[config.mk]
export PLATFORM = sky130hd
export DESIGN_NAME = can_rx_seq_ctrl_flat
export DESIGN_NICKNAME = d
export VERILOG_FILES = /design/src/rtl/can_rx_seq_ctrl_if.sv /design/src/rtl/can_rx_seq_ctrl.sv /design/src/flat_wrapper.sv
export SDC_FILE = /design/constraint.sdc
export NUM_CORES = 1
export LEC_CHECK = 0
export CAP_MARGIN = 20
export CORE_MARGIN = 5
export CORE_UTILIZATION = 50
export CTS_BUF_LIST = sky130_fd_sc_hd__clkbuf_4
export CTS_CLUSTER_SIZE = 20
export DETAILED_ROUTE_END_ITERATION = 7
export HOLD_SLACK_MARGIN = 0.1
export MAX_ROUTING_LAYER = met4
export PLACE_DENSITY = 0.87
export SLEW_MARGIN = 5
export SYNTH_ARGS = -nofsm -noshare
export SYNTH_HDL_FRONTEND = slang
export SYNTH_SLANG_ARGS = --single-unit
[constraint.sdc]
create_clock -name clock -period 2 [get_ports clock]
set_input_delay 0.6 -clock clock [delete_from_list [all_inputs] [get_ports clock]]
set_output_delay 0.6 -clock clock [all_outputs]
set_load 0.02 [all_outputs]
[src/rtl/can_rx_seq_ctrl_if.sv]
// Byte handoff from the CAN receive sequencer to the UART side (valid/ready).
interface can_rx_seq_ctrl_if;
  logic [7:0] byte_data;
  logic       byte_valid;
  logic       byte_ready;

  modport master (output byte_data, output byte_valid, input byte_ready);
  modport slave  (input byte_data, input byte_valid, output byte_ready);
endinterface

[src/rtl/can_rx_seq_ctrl.sv]
// Bit-timing and frame sequencer for the CAN receive datapath: synchronises
// the bus, hard-syncs on SOF, resyncs on edges, bounds each frame, issues the
// R_frame sample tick and hands the received byte downstream.
module can_rx_seq_ctrl #(
  parameter int unsigned BIT_CLKS   = 16,
  parameter int unsigned SAMPLE_PT  = 11,
  parameter int unsigned SJW        = 2,
  parameter int unsigned IDLE_BITS  = 11,
  parameter int unsigned FRAME_BITS = 96,
  parameter int unsigned DRAIN_BITS = 8
) (
  input  logic              clock,
  input  logic              reset,
  input  logic              enable,
  input  logic              Can_rx,
  input  logic              Can_data_ready,
  input  logic [7:0]        Can_rx_data_Bus,
  output logic              R_frame,
  output logic              rx_core_rst,
  output logic              frame_active,
  output logic              overrun,
  output logic              timeout_err,
  can_rx_seq_ctrl_if.master byte_if
);

  localparam int unsigned PW = $clog2(BIT_CLKS);
  localparam int unsigned IW = $clog2(IDLE_BITS + 1);
  localparam int unsigned BW = $clog2(FRAME_BITS + 1);
  localparam int unsigned DW = $clog2(DRAIN_BITS + 1);

  localparam logic [PW-1:0] SP_P   = PW'(SAMPLE_PT);
  localparam logic [PW-1:0] SJW_P  = PW'(SJW);
  localparam logic [PW-1:0] LAST_P = PW'(BIT_CLKS - 1);
  localparam logic [PW-1:0] LATE_P = PW'(BIT_CLKS - SJW);
  localparam logic [PW-1:0] WRAP_P = PW'(BIT_CLKS - 1 - SJW);

  typedef enum logic [2:0] {WAIT_IDLE, IDLE, SOF, FRAME, DRAIN} state_t;

  state_t        state, state_n;
  logic [PW-1:0] phase, phase_n, phase_inc, phase_rs;
  logic [IW-1:0] idle_cnt, idle_cnt_n;
  logic [BW-1:0] bit_cnt, bit_cnt_n;
  logic [DW-1:0] drain_cnt, drain_cnt_n;
  logic          rs_done, rs_done_n;
  logic          sync1, sync2, rx_d, dr_d;
  logic          tick, fall, dr_rise, capture, timeout_c;
  logic          rx_core_rst_n, frame_active_n, overrun_n, byte_valid_n;
  logic [7:0]    byte_data_n, byte_data_q;
  logic          byte_valid_q;

  assign tick    = (phase == SP_P);
  assign fall    = rx_d & ~sync2;
  assign dr_rise = Can_data_ready & ~dr_d;

  // Bus synchroniser, edge-detect history and data-ready history.
  always_ff @(posedge clock or negedge reset) begin
    if (!reset) begin
      sync1 <= 1'b1;
      sync2 <= 1'b1;
      rx_d  <= 1'b1;
      dr_d  <= 1'b0;
    end else begin
      sync1 <= Can_rx;
      sync2 <= sync1;
      rx_d  <= sync2;
      dr_d  <= Can_data_ready;
    end
  end

  // Nominal phase advance and the resync target for an edge at the current phase.
  always_comb begin
    phase_inc = (phase == LAST_P) ? '0 : phase + PW'(1);
    if (phase < SP_P)
      phase_rs = phase + PW'(1) - ((phase < SJW_P) ? phase : SJW_P);
    else if (phase >= LATE_P)
      phase_rs = PW'(1);
    else if (phase == WRAP_P)
      phase_rs = '0;
    else
      phase_rs = phase + SJW_P + PW'(1);
  end

  // State and bit-timing counters.
  always_ff @(posedge clock or negedge reset) begin
    if (!reset) begin
      state     <= WAIT_IDLE;
      phase     <= '0;
      idle_cnt  <= '0;
      bit_cnt   <= '0;
      drain_cnt <= '0;
      rs_done   <= 1'b0;
    end else begin
      state     <= state_n;
      phase     <= phase_n;
      idle_cnt  <= idle_cnt_n;
      bit_cnt   <= bit_cnt_n;
      drain_cnt <= drain_cnt_n;
      rs_done   <= rs_done_n;
    end
  end

  // Next state, phase adjustment and frame/drain bookkeeping.
  always_comb begin
    state_n     = state;
    phase_n     = phase_inc;
    idle_cnt_n  = '0;
    bit_cnt_n   = '0;
    drain_cnt_n = '0;
    rs_done_n   = (phase == LAST_P) ? 1'b0 : rs_done;
    capture     = 1'b0;
    timeout_c   = 1'b0;
    unique case (state)
      WAIT_IDLE: begin
        idle_cnt_n = idle_cnt;
        if (tick) idle_cnt_n = sync2 ? idle_cnt + IW'(1) : '0;
        if (idle_cnt_n == IW'(IDLE_BITS)) begin
          state_n = IDLE;
          phase_n = '0;
        end
      end
      IDLE: begin
        phase_n = '0;
        if (fall) begin
          state_n = SOF;
          phase_n = PW'(1);
        end
      end
      SOF: begin
        if (tick) begin
          if (!sync2) begin
            state_n   = FRAME;
            bit_cnt_n = BW'(1);
          end else begin
            state_n = WAIT_IDLE;
          end
        end
      end
      FRAME: begin
        bit_cnt_n = bit_cnt;
        if (tick) begin
          bit_cnt_n = bit_cnt + BW'(1);
          if (bit_cnt_n == BW'(FRAME_BITS)) state_n = DRAIN;
        end
        // Late-phase resync lands in the next bit, so only early ones block a second edge.
        if (fall && !rs_done && (phase != '0) && (phase != SP_P)) begin
          phase_n   = phase_rs;
          rs_done_n = (phase < SP_P);
        end
      end
      DRAIN: begin
        drain_cnt_n = drain_cnt;
        if (dr_rise) begin
          capture = 1'b1;
          state_n = WAIT_IDLE;
        end else if (tick) begin
          if (drain_cnt == DW'(DRAIN_BITS - 1)) begin
            timeout_c = 1'b1;
            state_n   = WAIT_IDLE;
          end else begin
            drain_cnt_n = drain_cnt + DW'(1);
          end
        end
      end
      default: state_n = WAIT_IDLE;
    endcase
    if (!enable) begin
      state_n    = WAIT_IDLE;
      idle_cnt_n = '0;
      capture    = 1'b0;
      timeout_c  = 1'b0;
    end
  end

  // Next values of the registered outputs and the byte handshake.
  always_comb begin
    rx_core_rst_n  = (state_n == WAIT_IDLE) || !enable;
    frame_active_n = (state_n == SOF) || (state_n == FRAME) || (state_n == DRAIN);
    overrun_n      = 1'b0;
    byte_data_n    = byte_data_q;
    byte_valid_n   = byte_valid_q;
    if (byte_valid_q && byte_if.byte_ready) byte_valid_n = 1'b0;
    if (capture) begin
      if (byte_valid_q && !byte_if.byte_ready) begin
        overrun_n = 1'b1;
      end else begin
        byte_data_n  = Can_rx_data_Bus;
        byte_valid_n = 1'b1;
      end
    end
  end

  // Registered outputs.
  always_ff @(posedge clock or negedge reset) begin
    if (!reset) begin
      rx_core_rst  <= 1'b1;
      frame_active <= 1'b0;
      overrun      <= 1'b0;
      byte_data_q  <= '0;
      byte_valid_q <= 1'b0;
    end else begin
      rx_core_rst  <= rx_core_rst_n;
      frame_active <= frame_active_n;
      overrun      <= overrun_n;
      byte_data_q  <= byte_data_n;
      byte_valid_q <= byte_valid_n;
    end
  end

  // The sample tick and the timeout pulse must land in the tick cycle itself.
  assign R_frame            = tick & enable & ((state == SOF) | (state == FRAME));
  assign timeout_err        = timeout_c;
  assign byte_if.byte_data  = byte_data_q;
  assign byte_if.byte_valid = byte_valid_q;

endmodule

[src/flat_wrapper.sv]
// flat-port wrapper written by rule: the top's interface ports become plain ports
module can_rx_seq_ctrl_flat 
#(
  parameter int unsigned BIT_CLKS   = 16,
  parameter int unsigned SAMPLE_PT  = 11,
  parameter int unsigned SJW        = 2,
  parameter int unsigned IDLE_BITS  = 11,
  parameter int unsigned FRAME_BITS = 96,
  parameter int unsigned DRAIN_BITS = 8
)
  (clock, reset, enable, Can_rx, Can_data_ready, Can_rx_data_Bus, R_frame, rx_core_rst, frame_active, overrun, timeout_err, byte_if_byte_data, byte_if_byte_valid, byte_if_byte_ready);
  can_rx_seq_ctrl_if byte_if_i ();
  input  logic clock;
  input  logic reset;
  input  logic enable;
  input  logic Can_rx;
  input  logic Can_data_ready;
  input  logic [7:0] Can_rx_data_Bus;
  output logic R_frame;
  output logic rx_core_rst;
  output logic frame_active;
  output logic overrun;
  output logic timeout_err;
  output wire logic [$bits(byte_if_i.byte_data)-1:0] byte_if_byte_data;
  output wire logic [$bits(byte_if_i.byte_valid)-1:0] byte_if_byte_valid;
  input wire logic [$bits(byte_if_i.byte_ready)-1:0] byte_if_byte_ready;
  assign byte_if_byte_data = byte_if_i.byte_data;
  assign byte_if_byte_valid = byte_if_i.byte_valid;
  assign byte_if_i.byte_ready = byte_if_byte_ready;
  can_rx_seq_ctrl #(.BIT_CLKS(BIT_CLKS), .SAMPLE_PT(SAMPLE_PT), .SJW(SJW), .IDLE_BITS(IDLE_BITS), .FRAME_BITS(FRAME_BITS), .DRAIN_BITS(DRAIN_BITS)) u_core (.clock(clock), .reset(reset), .enable(enable), .Can_rx(Can_rx), .Can_data_ready(Can_data_ready), .Can_rx_data_Bus(Can_rx_data_Bus), .R_frame(R_frame), .rx_core_rst(rx_core_rst), .frame_active(frame_active), .overrun(overrun), .timeout_err(timeout_err), .byte_if(byte_if_i));
endmodule
== After elaboration in Yosys (flattened, before gate mapping) ==
Cells that the tools add are included.
W data, S select, Z words.
Word-level totals
  register bits after elaboration: 39
  input port bits: 14
  output and inout bits: 14
Operators by class
  add/subtract/negate cells: 7
  order comparisons: 3
  equal/unequal tests: 18
  multiplexer cells: 49
  bitwise operators: 8
  reduce and logical (&&, ||, !) cells: 16
Operators with widths (number)
  $mux W4: 16
  $mux W3: 9
  $mux W1: 18
  $add A4 B1 Y4 const B: 4
  $eq A4 B4 Y1 const B: 4
  $pmux W3 S5: 1
  $mux W7: 2
  $pmux W7 S2: 1
  $eq A3 B2 Y1 const B: 4
  $pmux W4 S3: 1
  $add A7 B1 Y7 const B: 1
  $eq A7 B7 Y1 const B: 1
  $eq A3 B3 Y1 const B: 2
  $logic_not A3 Y1: 2
  $logic_and A1 B1 Y1: 5
  $add A4 B2 Y4 const B: 1
  $and A1 B1 Y1: 4
  $eq A4 B3 Y1 const B: 1
  $ge A4 B4 Y1 const B: 1
  $lt A4 B2 Y1 const B: 1
  $lt A4 B4 Y1 const B: 1
  $ne A2 B1 Y1 const B: 2
  $ne A2 B2 Y1 const B: 2
  $ne A4 B4 Y1 const B: 1
  10 further kinds: 16

== Depth between registers and ports, before layout ==
Gate-level depths: netlist of the first run.
  word-level depth: 11
  gate-level depth with buffers: 10
  mapped depth without buffers: 8

== Worst setup path after synthesis of the first run ==
OpenSTA, ideal clock, no wires.
  kind: register to output
  start point: reg u_core.phase[0]
  end point: out timeout_err
  arrival: 1.948 ns
  data required time: 1.400 ns
  setup slack: -0.548 ns
  stages on the path, launching flop included: 7
  buffers on the path: 2
  cells stage by stage: dfrtp_1 -> ha_1 -> buf_2 -> and3b_2 -> buf_6 -> nand2_1 -> nor4b_1
On the way
  longest elaborated chain between the ends: 5
RTL lines
  from (decl): line can_rx_seq_ctrl.sv:40  | logic [PW-1:0] phase, phase_n, phase_inc, phase_rs;
  from (signal assigned): line can_rx_seq_ctrl.sv:94  | phase <= phase_n;
  $eq A4 B4 Y1: line can_rx_seq_ctrl.sv:51  | assign tick = (phase == SP_P);
  $mux W1: line can_rx_seq_ctrl.sv:155  | end else if (tick) begin
  $mux W1: line can_rx_seq_ctrl.sv:152  | if (dr_rise) begin
  $mux W1: line can_rx_seq_ctrl.sv:112  | unique case (state)
  $mux W1: line can_rx_seq_ctrl.sv:166  | if (!enable) begin
  to (decl): line flat_wrapper.sv:23  | output logic timeout_err;
Every way passes these cells.

== Worst setup path after layout of the first run ==
Ends and elaborated chain as after synthesis.

==> results.tsv, run 1 <==
metric	value	unit
# diodes	0	
placed wire-length estimate	3.86	mm
register-to-register setup slack	-0.07	ns
WL final	5.54	mm
Final nets	320	
Area contributors post-synth	dfrtp_1 39%, ha_1 5.6%, dfstp_2 4.7%	
I/O pins	28	
clk sinks	39	
Avg Cell Area, Syn	9.55	um2
drc violations	0	
total core area	4350	um2
RSZ-0062 raised after global routing	true	
worst setup path category	reg2out	
# H-tree levels	2	
Leak	1.36	nW
synthesized instance count	234	
VDD IR-drop max	0.000272	V
Highest Clock Rate	0.458	GHz
top post-synthesis cells by count	35 x dfrtp_1, 21 x nand2_1, 21 x nor2_1	
YS warnings	0	
Final Skew	0.0171	ns
drt first pass iters	4	
routability congestion estimate	0.851	
mux contribution to synthesized area	0.0448	
grt met2 use	0.321	
compound-gate portion of the synthesized area	0.142	
Num CTS Buffers	5	
root buf cell	clkbuf_4	
Syn-to-layout area delta	36.7	%
share of cells above drive strength 1	0.304	
starting density of the core	0.513	
GR peak layer	met2	
Yosys top cell area share	0.392	
# setup viols final	4	
relative slew slack	0.649	
largest family of logic cells by synthesized area	simple AND/OR/NAND/NOR gates	
number of DRC markers in iteration 0	96	
initial antenna violation count	0	
Post-Synth XOR/XNOR Area	0.0470	
M3 GR Usage	0.0445	
die width	76.9	um
via count	1991	
Remaining Overflow, GRT	0	
worst min path class	in2async	
Post-Synth Simple-Gate Area	0.221	
RR Endpoint	u_core.phase[0]$_DFF_PN0_	
latest clock arrival within the worst-skew pair	0.35	ns
post-synthesis register bit count	39	
Core Rows	24	
total area of sequential cells	981	um2
peak fanout along the critical path	2	
area occupied by multi-input gates	1320	um2
count of buffers from port buffering	27	
vias in the first global route	2022	
routing usage on met1	0.252	
DR vias/cell	5.72	
post-synth top area cell	dfrtp_1	
pre-CTS WS	-0.697	ns
status	complete, but fails checks	
Clock Path Buffers	2	
Max Cap Violations	0	
syn nets	259	
CTS tree	done	
Post-synth EDFFs	0	
largest net degree at the start of global routing	40	
clk slew on worst S/H paths	0.12	ns
Setup crit start kind	flip-flop	
Die Y	76.9	um
adder-cell share of the synthesized area	0.0649	
Distinct cells, synth	49	
Setup WS post-layout	-0.182	ns
gr usage total	0.205	
fin crit period	2.18	ns
post-synthesis sequential area ratio	0.439	
first-pass GRT wire length	9.62	mm
DR WL/cell	15.9	um
failing checks	setup timing	
die area	5910	um2
Hold Vio Cnt, Final	0	
fin crit share	1.09	
most common cell in the netlist	dfrtp_1	
Total Neg Setup Slack	-0.442	ns
Pins Over Slew Limit	0	
worst r2r src	u_core.phase[0]$_DFF_PN0_	
reg2reg path depth	7	
FILL cells	302	
Pwr Density	472	nW/um2
transition time of the tightest slew-check pin	0.513	ns
async set-reset flop share out of synthesis	1.00	
Worst EP required	1.40	ns
cell area after synthesis	2230	um2
crit end category	output pin	
ys flop type	dfrtp_1	
Worst EP arrival	1.58	ns
post-route antenna net violation count	0	
[how the worst max path moves through the flow]
stage          slack [ns]     endpoint  cells past startpoint                       from
3_5_place_dp        -0.70  timeout_err                      4                     enable
6_report            -0.18  timeout_err                      5  u_core.phase[0]$_DFF_PN0_
5_1_grt             -0.31  timeout_err                      5  u_core.phase[0]$_DFF_PN0_
4_1_cts             -0.19  timeout_err                      5  u_core.phase[1]$_DFF_PN0_
3_3_place_gp        -0.70  timeout_err                      4                     enable
2_1_floorplan       -0.16  timeout_err                      6  u_core.phase[0]$_DFF_PN0_
[kinds of logic (layout without fill, tap and decap cells)]
| logic type | Yosys count | count (layout) |
|---|---|---|
| AND/OR/NAND/NOR | 93 | 93 |
| AO/OA/AOI/OAI | 48 | 48 |
| flip-flops | 39 | 39 |
| buffers and inverters | 21 | 83 |
| XOR/XNOR | 12 | 12 |
| adder cells (fa/ha/maj) | 11 | 11 |
| multiplexers | 9 | 9 |
| other | 1 | 1 |
[sequential cells by signal, indices dropped and copies added, names as in the netlist, 3 cells and up]
signal / cells
u_core.byte_if.byte_data: 8
u_core.bit_cnt: 7
u_core.drain_cnt: 4
u_core.idle_cnt: 4
u_core.phase: 4
u_core.state: 3
[placed cells by master, fill, tap and decap left out, types with 3 or more instances in the layout]
| master | Yosys | routed |
|---|---|---|
| a21oi_1 | 15 | 14 |
| buf_4 | 0 | 38 |
| clkbuf_4 | 0 | 7 |
| clkdlybuf4s50_1 | 0 | 19 |
| dfrtp_1 | 35 | 35 |
| dfstp_2 | 4 | 4 |
| dlymetal6s2s_1 | 0 | 3 |
| ha_1 | 10 | 6 |
| inv_1 | 10 | 8 |
| mux2_2 | 8 | 8 |
| nand2_1 | 21 | 20 |
| nand3_1 | 9 | 9 |
| nand3b_1 | 3 | 3 |
| nand4_1 | 4 | 4 |
| nor2_1 | 21 | 20 |
| nor2b_1 | 8 | 7 |
| nor3_1 | 11 | 8 |
| o21a_1 | 3 | 3 |
| o21ai_0 | 12 | 10 |
| xnor2_1 | 5 | 5 |
| xor2_1 | 7 | 6 |
[per-stage QoR]
| stage | util | instances | cell area, um2 | power (W) | hold WS [ns] |
|---|---|---|---|---|---|
| global placement | 0.646 | 337 | 2810 | 0.000903 | 0.346 |
| floorplan | - | 234 | 2280 | 0.000844 | 0.304 |
| finish | 0.702 | 348 | 3060 | 0.00144 | 0.288 |
| detailed placement | 0.646 | 337 | 2810 | 0.000906 | 0.348 |
| CTS | 0.678 | 345 | 2950 | 0.00145 | 0.300 |
| global route | 0.702 | 348 | 3060 | 0.00150 | 0.320 |
[what timing repair did]
| action | CTS | global route |
|---|---|---|
| setup buffers | 1 | 4 |
| pin swaps | 8 | 8 |
| resized for setup | 23 | 21 |
| endpoints found under the setup margin | 14 | 20 |
| hold buffers | 0 | 0 |
[critical path: stages, from the launching register on]
cell,delay [ns]
dfrtp_1,0.37
ha_2,0.18
and3b_2,0.22
nand2_4,0.06
nor4b_4,0.24
buf_4,0.18
[layer usage]
| metal | share of wire | up-vias |
|---|---|---|
| met5 | 0 | - |
| met4 | 0.037 | 0 |
| met3 | 0.045 | 19 |
| met2 | 0.50 | 62 |
| met1 | 0.42 | 962 |
| li1 | - | 948 |
[final cells by class]
type | count | share of cell area
Multi-Input combinational cell | 174 | 0.431
Sequential cell | 39 | 0.321
Timing Repair Buffer | 65 | 0.186
Tap cell | 52 | 0.0213
Clock buffer | 7 | 0.0172
Inverter | 10 | 0.0139
Clock inverter | 1 | 0.00983
[where the power goes]
group	internal (W)	total (W)	switching [W]
Combinational	0.0000491	0.0000945	0.0000454
Clock	0.000292	0.000543	0.000250
Sequential	0.000798	0.000804	0.00000598
No activity file was read; power rests on OpenSTA's default activity.
==> run 2, diff against run 1 <==
--- a/config.mk
+++ b/config.mk
@@ -6,6 +6,7 @@
 export NUM_CORES = 1
 export LEC_CHECK = 0
 export CAP_MARGIN = 20
+export CORE_ASPECT_RATIO = 1.4
 export CORE_MARGIN = 5
 export CORE_UTILIZATION = 50
 export CTS_BUF_LIST = sky130_fd_sc_hd__clkbuf_4
==> results.tsv, run 2 (synthesis gave the netlist of run 1 again) <==
metric	value	unit
failing checks	setup timing	
CTS tree	done	
clk sinks	39	
WL final	7.12	mm
# H-tree levels	2	
latest clock arrival within the worst-skew pair	0.36	ns
Sw Share	0.234	
Worst Setup SP	u_core.state[0]$_DFF_PN0_	
drc violations	0	
placed wire-length estimate	3.77	mm
Clock Path Buffers	2	
DR vias/cell	5.94	
worst setup path category	reg2out	
Syn-to-layout area delta	44.5	%
VDD IR-drop max	0.000281	V
Psw	0.000349	W
Die Y	89.1	um
first-pass GRT wire length	10.1	mm
root buf cell	clkbuf_4	
peak fanout along the critical path	2	
I/O pins	28	
Remaining Overflow, GRT	0	
total core area	4270	um2
Fin Hold WS	0.172	ns
commonest non-fill, non-tap cell in the layout	buf_4	
worst r2r src	u_core.phase[1]$_DFF_PN0_	
Num CTS Buffers	5	
die width	66.5	um
post-route antenna net violation count	0	
worst min path class	in2async	
number of DRC markers in iteration 0	277	
count of buffers from port buffering	27	
Final Skew	0.0227	ns
vias in the first global route	2112	
Pint	0.00115	W
clock share of power	0.390	
Total Neg Setup Slack	-0.841	ns
starting density of the core	0.523	
Final nets	329	
Setup crit start kind	flip-flop	
Hold Vio Cnt, Final	0	
initial antenna violation count	0	
Worst EP required	1.40	ns
status	complete, but fails checks	
gr usage total	0.231	
share of cells above drive strength 1	0.361	
Core Util, Final	0.756	
Core Rows	28	
Leak	1.46	nW
# setup viols final	8	
RSZ-0062 raised after global routing	true	
routability congestion estimate	0.843	
fin crit period	2.23	ns
Flop pwr share	0.539	
Pins Over Slew Limit	0	
largest net degree at the start of global routing	22	
fin crit share	1.11	
Comb pwr share	0.071	
die area	5930	um2
via count	2168	
max reg flops	8	
# diodes	0	
DR WL/cell	19.5	um
Max Cap Violations	0	
clk slew on worst S/H paths	0.14	ns
Pwr Density	463	nW/um2
Highest Clock Rate	0.449	GHz
commonest cells after routing, fill and taps aside	44 x buf_4, 35 x dfrtp_1, 20 x nand2_1	
drt first pass iters	4	
Worst EP arrival	1.63	ns
crit end category	output pin	
Setup WS post-layout	-0.227	ns
run 2: cell count changes in the layout (fill, tap and decap cells not counted), moves of 2 or more:
cell / previous run / this run
nor3_2: 1 / 5
or3_1: 2 / 0
nor3_1: 8 / 5
buf_6: 1 / 3
or3_4: 0 / 2
buf_4: 38 / 44
run 2: routing by layer:
layer	track usage	part of all wire
met2	0.402	0.52
met4	0.115	0.058
met3	0.0340	0.057
met5	-	0
met1	0.255	0.36
run 2: critical path, stage by stage, from the launching register on:
cell and delay, ns:
dfrtp_1 0.44, nor2_2 0.19, nand2_1 0.14, nor4b_4 0.30
buf_4 0.18
run 2: layout make-up:
class / count / area, um2
fill: 247 / 1040
multi-input combinational: 174 / 1390
clock buffer: 7 / 52.6
clock inverter: 1 / 30.0
timing repair buffer: 74 / 657
inverter: 10 / 40.0
tap: 60 / 75.1
sequential: 39 / 981
run 2: power by group through the flow:
stage	Clock, W	Sequential (W)	Combinational (W)
6_report	0.000583	0.000806	0.000107
5_1_grt	0.000612	0.000807	0.000116
4_1_cts	0.000561	0.000805	0.0000983
3_5_place_dp	0	0.000819	0.0000906
3_3_place_gp	0	0.000818	0.0000891
2_1_floorplan	0	0.000821	0.0000231
run 2: worst paths after layout:
check                                                     to  slack, ns  cells past startpoint
worst max-delay path                             timeout_err      -0.23                      4
worst min-delay path               u_core.phase[1]$_DFF_PN0_       0.17                      1
worst max register to register     u_core.phase[3]$_DFF_PN0_      -0.11                      9
worst min register to register        u_core.sync2$_DFF_PN1_       0.36                      0
max in group asynchronous       u_core.rx_core_rst$_DFF_PN1_       1.19                      2
min in group clock                    u_core.sync2$_DFF_PN1_       0.36                      0
run 2: repair_timing:
item / CTS / global route
resized for setup: 30 / 33
pin swaps: 9 / 11
hold buffers: 0 / 0
setup buffers: 3 / 10
endpoints found under the hold margin: 0 / 0
setup endpoints to repair: 15 / 21
run 2: metrics by stage:
step	power (W)	setup slack [ns]	cell area [um2]	instances
3_5_place_dp	0.000910	-0.737	2840	348
6_report	0.00150	-0.227	3230	365
2_1_floorplan	0.000844	-0.160	2280	234
3_3_place_gp	0.000907	-0.737	2840	348
4_1_cts	0.00146	-0.244	3030	359
5_1_grt	0.00153	-0.303	3230	365
